$ cat src/rtl/wb_cmd_initiator.sv
// Wishbone byte initiator: host command -> classic cycles -> responses.
// Ports: cmd_* host command in, wb_* fabric side, rsp_* host responses out.
module wb_cmd_initiator #(
  parameter int TIMEOUT_CYCLES = 255
) (
  input  logic       clk,
  input  logic       rst,
  input  logic       cmd_valid,
  output logic       cmd_ready,
  input  logic       cmd_we,
  input  logic [7:0] cmd_adr,
  input  logic [7:0] cmd_dat,
  input  logic [7:0] cmd_len,
  output logic       wb_cyc_o,
  output logic       wb_stb_o,
  output logic       wb_we_o,
  output logic [7:0] wb_adr_o,
  output logic [7:0] wb_dat_o,
  input  logic [7:0] wb_dat_i,
  input  logic       wb_ack_i,
  output logic       rsp_valid,
  input  logic       rsp_ready,
  output logic [7:0] rsp_dat,
  output logic       rsp_last,
  output logic       rsp_err
);

  typedef enum logic [1:0] {
    S_IDLE,
    S_BUS,
    S_RESP
  } state_t;

  // Counter value seen in the last unacked cycle before abort.
  localparam logic [15:0] TMO_LAST = 16'(TIMEOUT_CYCLES - 1);

  state_t      r_state;
  state_t      w_next;
  logic        r_we;
  logic [7:0]  r_adr;
  logic [7:0]  r_dat;
  logic [7:0]  r_rem;
  logic [15:0] r_tmo;
  logic [7:0]  r_rsp_dat;
  logic        r_rsp_last;
  logic        r_rsp_err;

  logic w_accept;
  logic w_tmo_hit;
  logic w_rem_zero;

  assign w_accept   = cmd_valid & cmd_ready;
  assign w_tmo_hit  = ~wb_ack_i & (r_tmo == TMO_LAST);
  assign w_rem_zero = (r_rem == 8'd0);

  always_ff @(posedge clk) begin
    if (rst) r_state <= S_IDLE;
    else     r_state <= w_next;
  end

  always_comb begin
    w_next = r_state;
    unique case (r_state)
      S_IDLE: begin
        if (w_accept) w_next = S_BUS;
      end
      S_BUS: begin
        if (wb_ack_i) begin
          if (!r_we || w_rem_zero) w_next = S_RESP;
        end else if (w_tmo_hit) begin
          w_next = S_RESP;
        end
      end
      S_RESP: begin
        if (rsp_ready) w_next = r_rsp_last ? S_IDLE : S_BUS;
      end
      default: w_next = S_IDLE;
    endcase
  end

  always_comb begin
    cmd_ready = (r_state == S_IDLE) & ~rst;
    wb_stb_o  = (r_state == S_BUS);
    wb_cyc_o  = wb_stb_o;
    wb_we_o   = wb_stb_o & r_we;
    wb_adr_o  = wb_stb_o ? r_adr : 8'd0;
    wb_dat_o  = wb_stb_o ? r_dat : 8'd0;
    rsp_valid = (r_state == S_RESP);
    rsp_dat   = r_rsp_dat;
    rsp_last  = r_rsp_last;
    rsp_err   = r_rsp_err;
  end

  always_ff @(posedge clk) begin
    if (rst) begin
      r_we       <= 1'b0;
      r_adr      <= 8'd0;
      r_dat      <= 8'd0;
      r_rem      <= 8'd0;
      r_tmo      <= 16'd0;
      r_rsp_dat  <= 8'd0;
      r_rsp_last <= 1'b0;
      r_rsp_err  <= 1'b0;
    end else begin
      unique case (r_state)
        S_IDLE: begin
          if (w_accept) begin
            r_we  <= cmd_we;
            r_adr <= cmd_adr;
            r_dat <= cmd_dat;
            r_rem <= cmd_len;
            r_tmo <= 16'd0;
          end
        end
        S_BUS: begin
          if (wb_ack_i) begin
            r_tmo <= 16'd0;
            if (!r_we) begin
              r_rsp_dat  <= wb_dat_i;
              r_rsp_last <= w_rem_zero;
              r_rsp_err  <= 1'b0;
            end else if (!w_rem_zero) begin
              // back-to-back write beat, stb stays high
              r_adr <= r_adr + 8'd1;
              r_rem <= r_rem - 8'd1;
            end else begin
              r_rsp_dat  <= 8'd0;
              r_rsp_last <= 1'b1;
              r_rsp_err  <= 1'b0;
            end
          end else if (w_tmo_hit) begin
            // abort: remaining beats are dropped
            r_rsp_dat  <= 8'd0;
            r_rsp_last <= 1'b1;
            r_rsp_err  <= 1'b1;
          end else begin
            r_tmo <= r_tmo + 16'd1;
          end
        end
        S_RESP: begin
          if (rsp_ready && !r_rsp_last) begin
            r_adr <= r_adr + 8'd1;
            r_rem <= r_rem - 8'd1;
            r_tmo <= 16'd0;
          end
        end
        default: ;
      endcase
    end
  end

endmodule

$ cat config.mk
export PLATFORM = sky130hd
export DESIGN_NAME = wb_cmd_initiator
export DESIGN_NICKNAME = d
export VERILOG_FILES = /design/src/rtl/wb_cmd_initiator.sv
export SDC_FILE = /design/constraint.sdc
export NUM_CORES = 1
export LEC_CHECK = 0
export CORE_MARGIN = 3
export CORE_UTILIZATION = 45
export DETAILED_ROUTE_END_ITERATION = 8
export PLACE_DENSITY = 0.72
export SYNTH_ARGS = -nofsm -noshare
export SYNTH_HDL_FRONTEND = slang
export SYNTH_SLANG_ARGS = --single-unit
$ cat constraint.sdc
create_clock -name clk -period 4.6 [get_ports clk]
set_input_delay 0.92 -clock clk [delete_from_list [all_inputs] [get_ports clk]]
set_output_delay 0.92 -clock clk [all_outputs]
set_load 0.03 [all_outputs]
; ---- Word level (Yosys, flattened, before mapping)
; Cells that the tools add are included.
[word_totals]
output_inout_bits = 31
word_cells = 81
register_bits = 53
[op_classes]
n_reduce_logical = 13
n_bitwise = 6
add_sub_neg = 3
eq_ne = 13
n_mux = 37
[op_table]
columns = op, count
row1 = 8-bit 2-to-1 mux, 16
row2 = 16-bit 2-to-1 mux, 4
row3 = 16-bit case mux with 3 select lines, 1
row4 = 8-bit case mux with 3 select lines, 2
row5 = "16-bit by 1-bit adder with 16-bit output, second input constant", 1
row6 = "16-bit by 8-bit equality test with 1-bit output, second input constant", 1
row7 = 2-bit 2-to-1 mux, 5
row8 = "8-bit by 1-bit adder with 8-bit output, second input constant", 1
row9 = 8-bit zero test, 1
row10 = 1-bit 2-to-1 mux, 8
row11 = "2-bit by 1-bit != test with 1-bit output, second input constant", 4
row12 = 4-bit AND reduction, 2
row13 = "8-bit by 1-bit subtractor with 8-bit output, second input constant", 1
row14 = "3-bit by 2-bit != test with 1-bit output, second input constant", 2
row15 = 2-bit case mux with 3 select lines, 1
row16 = 6-bit AND reduction, 1
row17 = 1-bit bitwise AND, 4
row18 = "2-bit != test, second input constant", 2
row19 = "3-bit by 1-bit != test with 1-bit output, second input constant", 1
row20 = "3-bit != test, second input constant", 1
row21 = 3-bit AND reduction, 1
row22 = 3-bit nonzero test, 1
row23 = "2-bit by 1-bit equality test with 1-bit output, second input constant", 1
row24 = "2-bit equality test, second input constant", 1
row25 = other kinds (7), 9

; ---- Longest topological paths before layout
[logic_depth]
word_depth = 5
depth_mapped = 9
depth_no_buf = 7

; ---- Worst setup path after synthesis
; Ideal clock, no wire load.
[synth_timing]
path_type = register to output
start = register r_state[1]
end = output wb_adr_o[4]
stages_incl_launch_ff = 6
t_arrival_ns = 1.565
slack_ns = 2.115
cell_sequence = dfxtp_1 > inv_1 > ha_1 > clkbuf_1 > clkbuf_1 > and2_1
[synth_between]
elab_chain_cells = 2
[synth_lines]
columns = element, line
row1 = start: declaration, 37  ; state_t r_state;
row2 = start signal: assignment, 58  ; else r_state <= w_next;
row3 = 2-bit by 1-bit equality test with 1-bit output, 83  ; wb_stb_o = (r_state == S_BUS);
row4 = via wb_cyc_o, 14  ; output logic wb_cyc_o,
row5 = 8-bit 2-to-1 mux, 86  ; wb_adr_o = wb_stb_o ? r_adr : 8'd0;
row6 = end: declaration, 17  ; output logic [7:0] wb_adr_o,
; The timed path passes the listed nets, and every way through them passes these cells.

; ---- Worst setup path after layout
[layout_timing]
start = register r_state[1]
end = output wb_dat_o[0]
[layout_between]
elab_chain_cells = 2
[layout_lines]
columns = element, line
row1 = 2-bit by 1-bit equality test with 1-bit output, 83
row2 = 8-bit 2-to-1 mux, 87  ; wb_dat_o = wb_stb_o ? r_dat : 8'd0;
row3 = end: declaration, 18  ; output logic [7:0] wb_dat_o,
; Every way passes these cells.

==> results_dict.tcl <==
set metrics [dict create \
    status "finished, final reports clean" \
    cts-resized-gates 0 \
    seqCellArea_um2 1060 \
    synth_area_leaders "dfxtp_1 36%, o21ai_0 7.1%, a21oi_1 5.3%" \
    synth_edf_count 0 \
    wl_um 7230 \
    slew_viol_final 0 \
    antenna_cells 0 \
    hp-class "flop to flop" \
    antenna_left 0 \
    cpPeakStageDelay_ps 680 \
    clk_latency_ps 310 \
    drt_drc_violations_left 0 \
    ir_drop_v 0.000229 \
    power.density_nw_per_um2 462 \
    gp_congestion 0.816 \
    netlist_instances 370 \
    power_mw 1.73 \
    cp.required_ps 3680 \
    dp_hpwl_um 5110 \
    grt-ovfl-total 0 \
    grt_pass1_vias 2561 \
    yosysWarnings 0 \
    path_cells "inv_1 -> ha_1 -> and2_1 -> clkdlybuf4s50_1" \
    die_w_um 86.9 \
    setup_viol 0 \
    drive_above_1_share_pct 4.45 \
    synth_area_per_cell_um2 7.96 \
    drt_first_iter_violations 122 \
    critPathKind "flop to output pin" \
    ys_ff_latch 53 \
    max_cap_viol_count 0 \
    cp_slowest_cell "clkdlybuf4s50_1" \
    path_clk_slew_ps 100 \
    antenna_found_initial 0 \
    rsz0062_at_grt "false" \
    fin_skew_ps 10.4 \
    dieArea_um2 7560 \
    root_buffer "clkbuf_8" \
    die_h_um 86.9 \
    period_needed_ps 3200 \
    cts_buffer_depth 2 \
    finalCritPeriodShare_pct 69.6 \
    synthTopCellsByCount "53 x dfxtp_1, 42 x o21ai_0, 31 x a21oi_1" \
    startpoint_type "flop" \
    synth_ff_type "dfxtp_1" \
    grt_max_degree 51 \
    synth_most_common_cell "dfxtp_1" \
    num_rows 28 \
    syn_area_um2 2950 \
    grt.total_usage_pct 19.3 \
    numPortBuffers 68 \
    cp_max_fo 24 \
    fmax_mhz 312 \
    synthDistinctLibCells 52 \
    nNetsFinal 473 \
    viasPerCell 5.55 \
    end_kind "output pin" \
    async_flop_share_pct 0 \
    vias 2784 \
    critPathArrivalTime_ps 2280 \
    cts_inserted_buffers 5 \
    synth-seq-area-share_pct 36.0 \
    grt_pass1_wl_um 11900 \
    drt_pass1_iterations 4 \
    io_pins 69 \
    postCtsHoldBufs 0 \
    cts_setup_buffers 0 \
    tns_ps 0 \
    wl_per_cell_um 14.4 \
    core-area_um2 6130 \
    ctsHtreeMaxLevel 2 \
    fill_cells 553 \
    yosysTopAreaCell "dfxtp_1" \
    synth_nets 417 \
    multi_input_area_um2 1750 \
    hold_violations 0 \
    worst_pin_slew_ps 879 \
    syn_to_final_growth_pct 27.5 \
    netlist.area_leader.share_pct 36.0 \
    cellLeakagePower_nw 1.28 \
    cts_tree "yes" \
    initial_core_util_pct 48.1 \
    numClockSinks 53 \
    relSlewSlack_pct 40.9 \
]
-- per-stage QoR --
| stage | cell area (um^2) | util, % | cells | hold WS, ps | worst slack [ps] |
|---|---|---|---|---|---|
| global placement | 3640 | 59.4 | 494 | 459 | 1320 |
| finish | 3760 | 61.3 | 502 | 473 | 1400 |
| detailed placement | 3640 | 59.4 | 494 | 460 | 1180 |
| global route | 3760 | 61.3 | 502 | 490 | 1220 |
| CTS | 3760 | 61.3 | 502 | 475 | 1370 |
| floorplan | 2950 | - | 370 | 445 | 2110 |
-- final timing paths --
kind | cells after the start | to | startpoint | slack, ps
min | 2 | r_dat[0] | r_dat[0] | 470
min reg2reg | 2 | r_dat[0] | r_dat[0] | 470
max | 4 | wb_dat_o[0] | r_state[1] | 1400
max reg2reg | 7 | r_rem[0] | r_state[1] | 1780
-- report_power, final --
group | total (mW) | switching (mW) | internal, mW
Clock | 0.329 | 0.152 | 0.178
Combinational | 0.768 | 0.470 | 0.298
Sequential | 0.637 | 0.0908 | 0.547
-- layer usage --
| metal | up-vias | wire (um) | track usage [%] |
|---|---|---|---|
| met2 | 75 | 3470 | 31.7 |
| met5 | - | 0 | 0 |
| met3 | 10 | 325 | 3.12 |
| met1 | 1277 | 3320 | 25.8 |
| li1 | 1422 | - | - |
| met4 | 0 | 108 | 6.23 |
-- critical path, delay by kind of cell, from the launching register on --
| family | cells | cell delay [ps] |
|---|---|---|
| fa+ha+maj | 1 | 620 |
| flops | 1 | 350 |
| simple gates | 1 | 220 |
| buf+inv | 2 | 780 |
-- flip-flops by register name, indices dropped and copies added, names as in the netlist --
signal / count
rsp_last: 1
r_adr: 8
r_state: 2
r_rem: 8
rsp_dat: 8
r_tmo: 16
r_dat: 8
r_we: 1
rsp_err: 1
-- placed cells by master, fill, tap and decap left out, types with 2 or more instances in the layout --
cell,n
xor2_1,3
o21ai_0,42
nand2b_1,23
nor2_1,22
a21o_1,3
a21oi_1,31
nand3b_1,2
nand2_1,30
nand4_1,2
ha_1,9
o32ai_1,6
mux2i_1,2
and3_1,5
nor2b_1,9
nor3_1,10
nand3_1,18
inv_1,11
a31oi_1,3
clkdlybuf4s50_1,68
o2bb2ai_1,2
clkbuf_8,6
or4_1,2
and2_1,19
xnor2_1,2
or3_1,11
a211oi_1,2
a221oi_1,2
nor4b_1,3
o211ai_1,2
dfxtp_1,53
-- final cells by class --
cell class | instances | area share [%]
multi-input combinational | 285 | 46.6
sequential | 53 | 28.2
timing repair buffer | 69 | 18.3
tap | 75 | 2.50
clock buffer | 7 | 2.30
inverter | 12 | 1.20
clock inverter | 1 | 0.799
-- cell families (layout without fill, tap and decap cells) --
group	count (synthesis)	after routing	share of synthesized area (%)
and+or+nand+nor	162	162	30.0
xor gates and xnor gates	5	5	1.49
AOI/OAI and AO/OA	106	106	23.1
DFF	53	53	36.0
adders and majority gates	9	9	3.82
buffers and inverters	32	89	4.54
muxes	3	3	1.06
No activity file was read; power rests on OpenSTA's default activity.
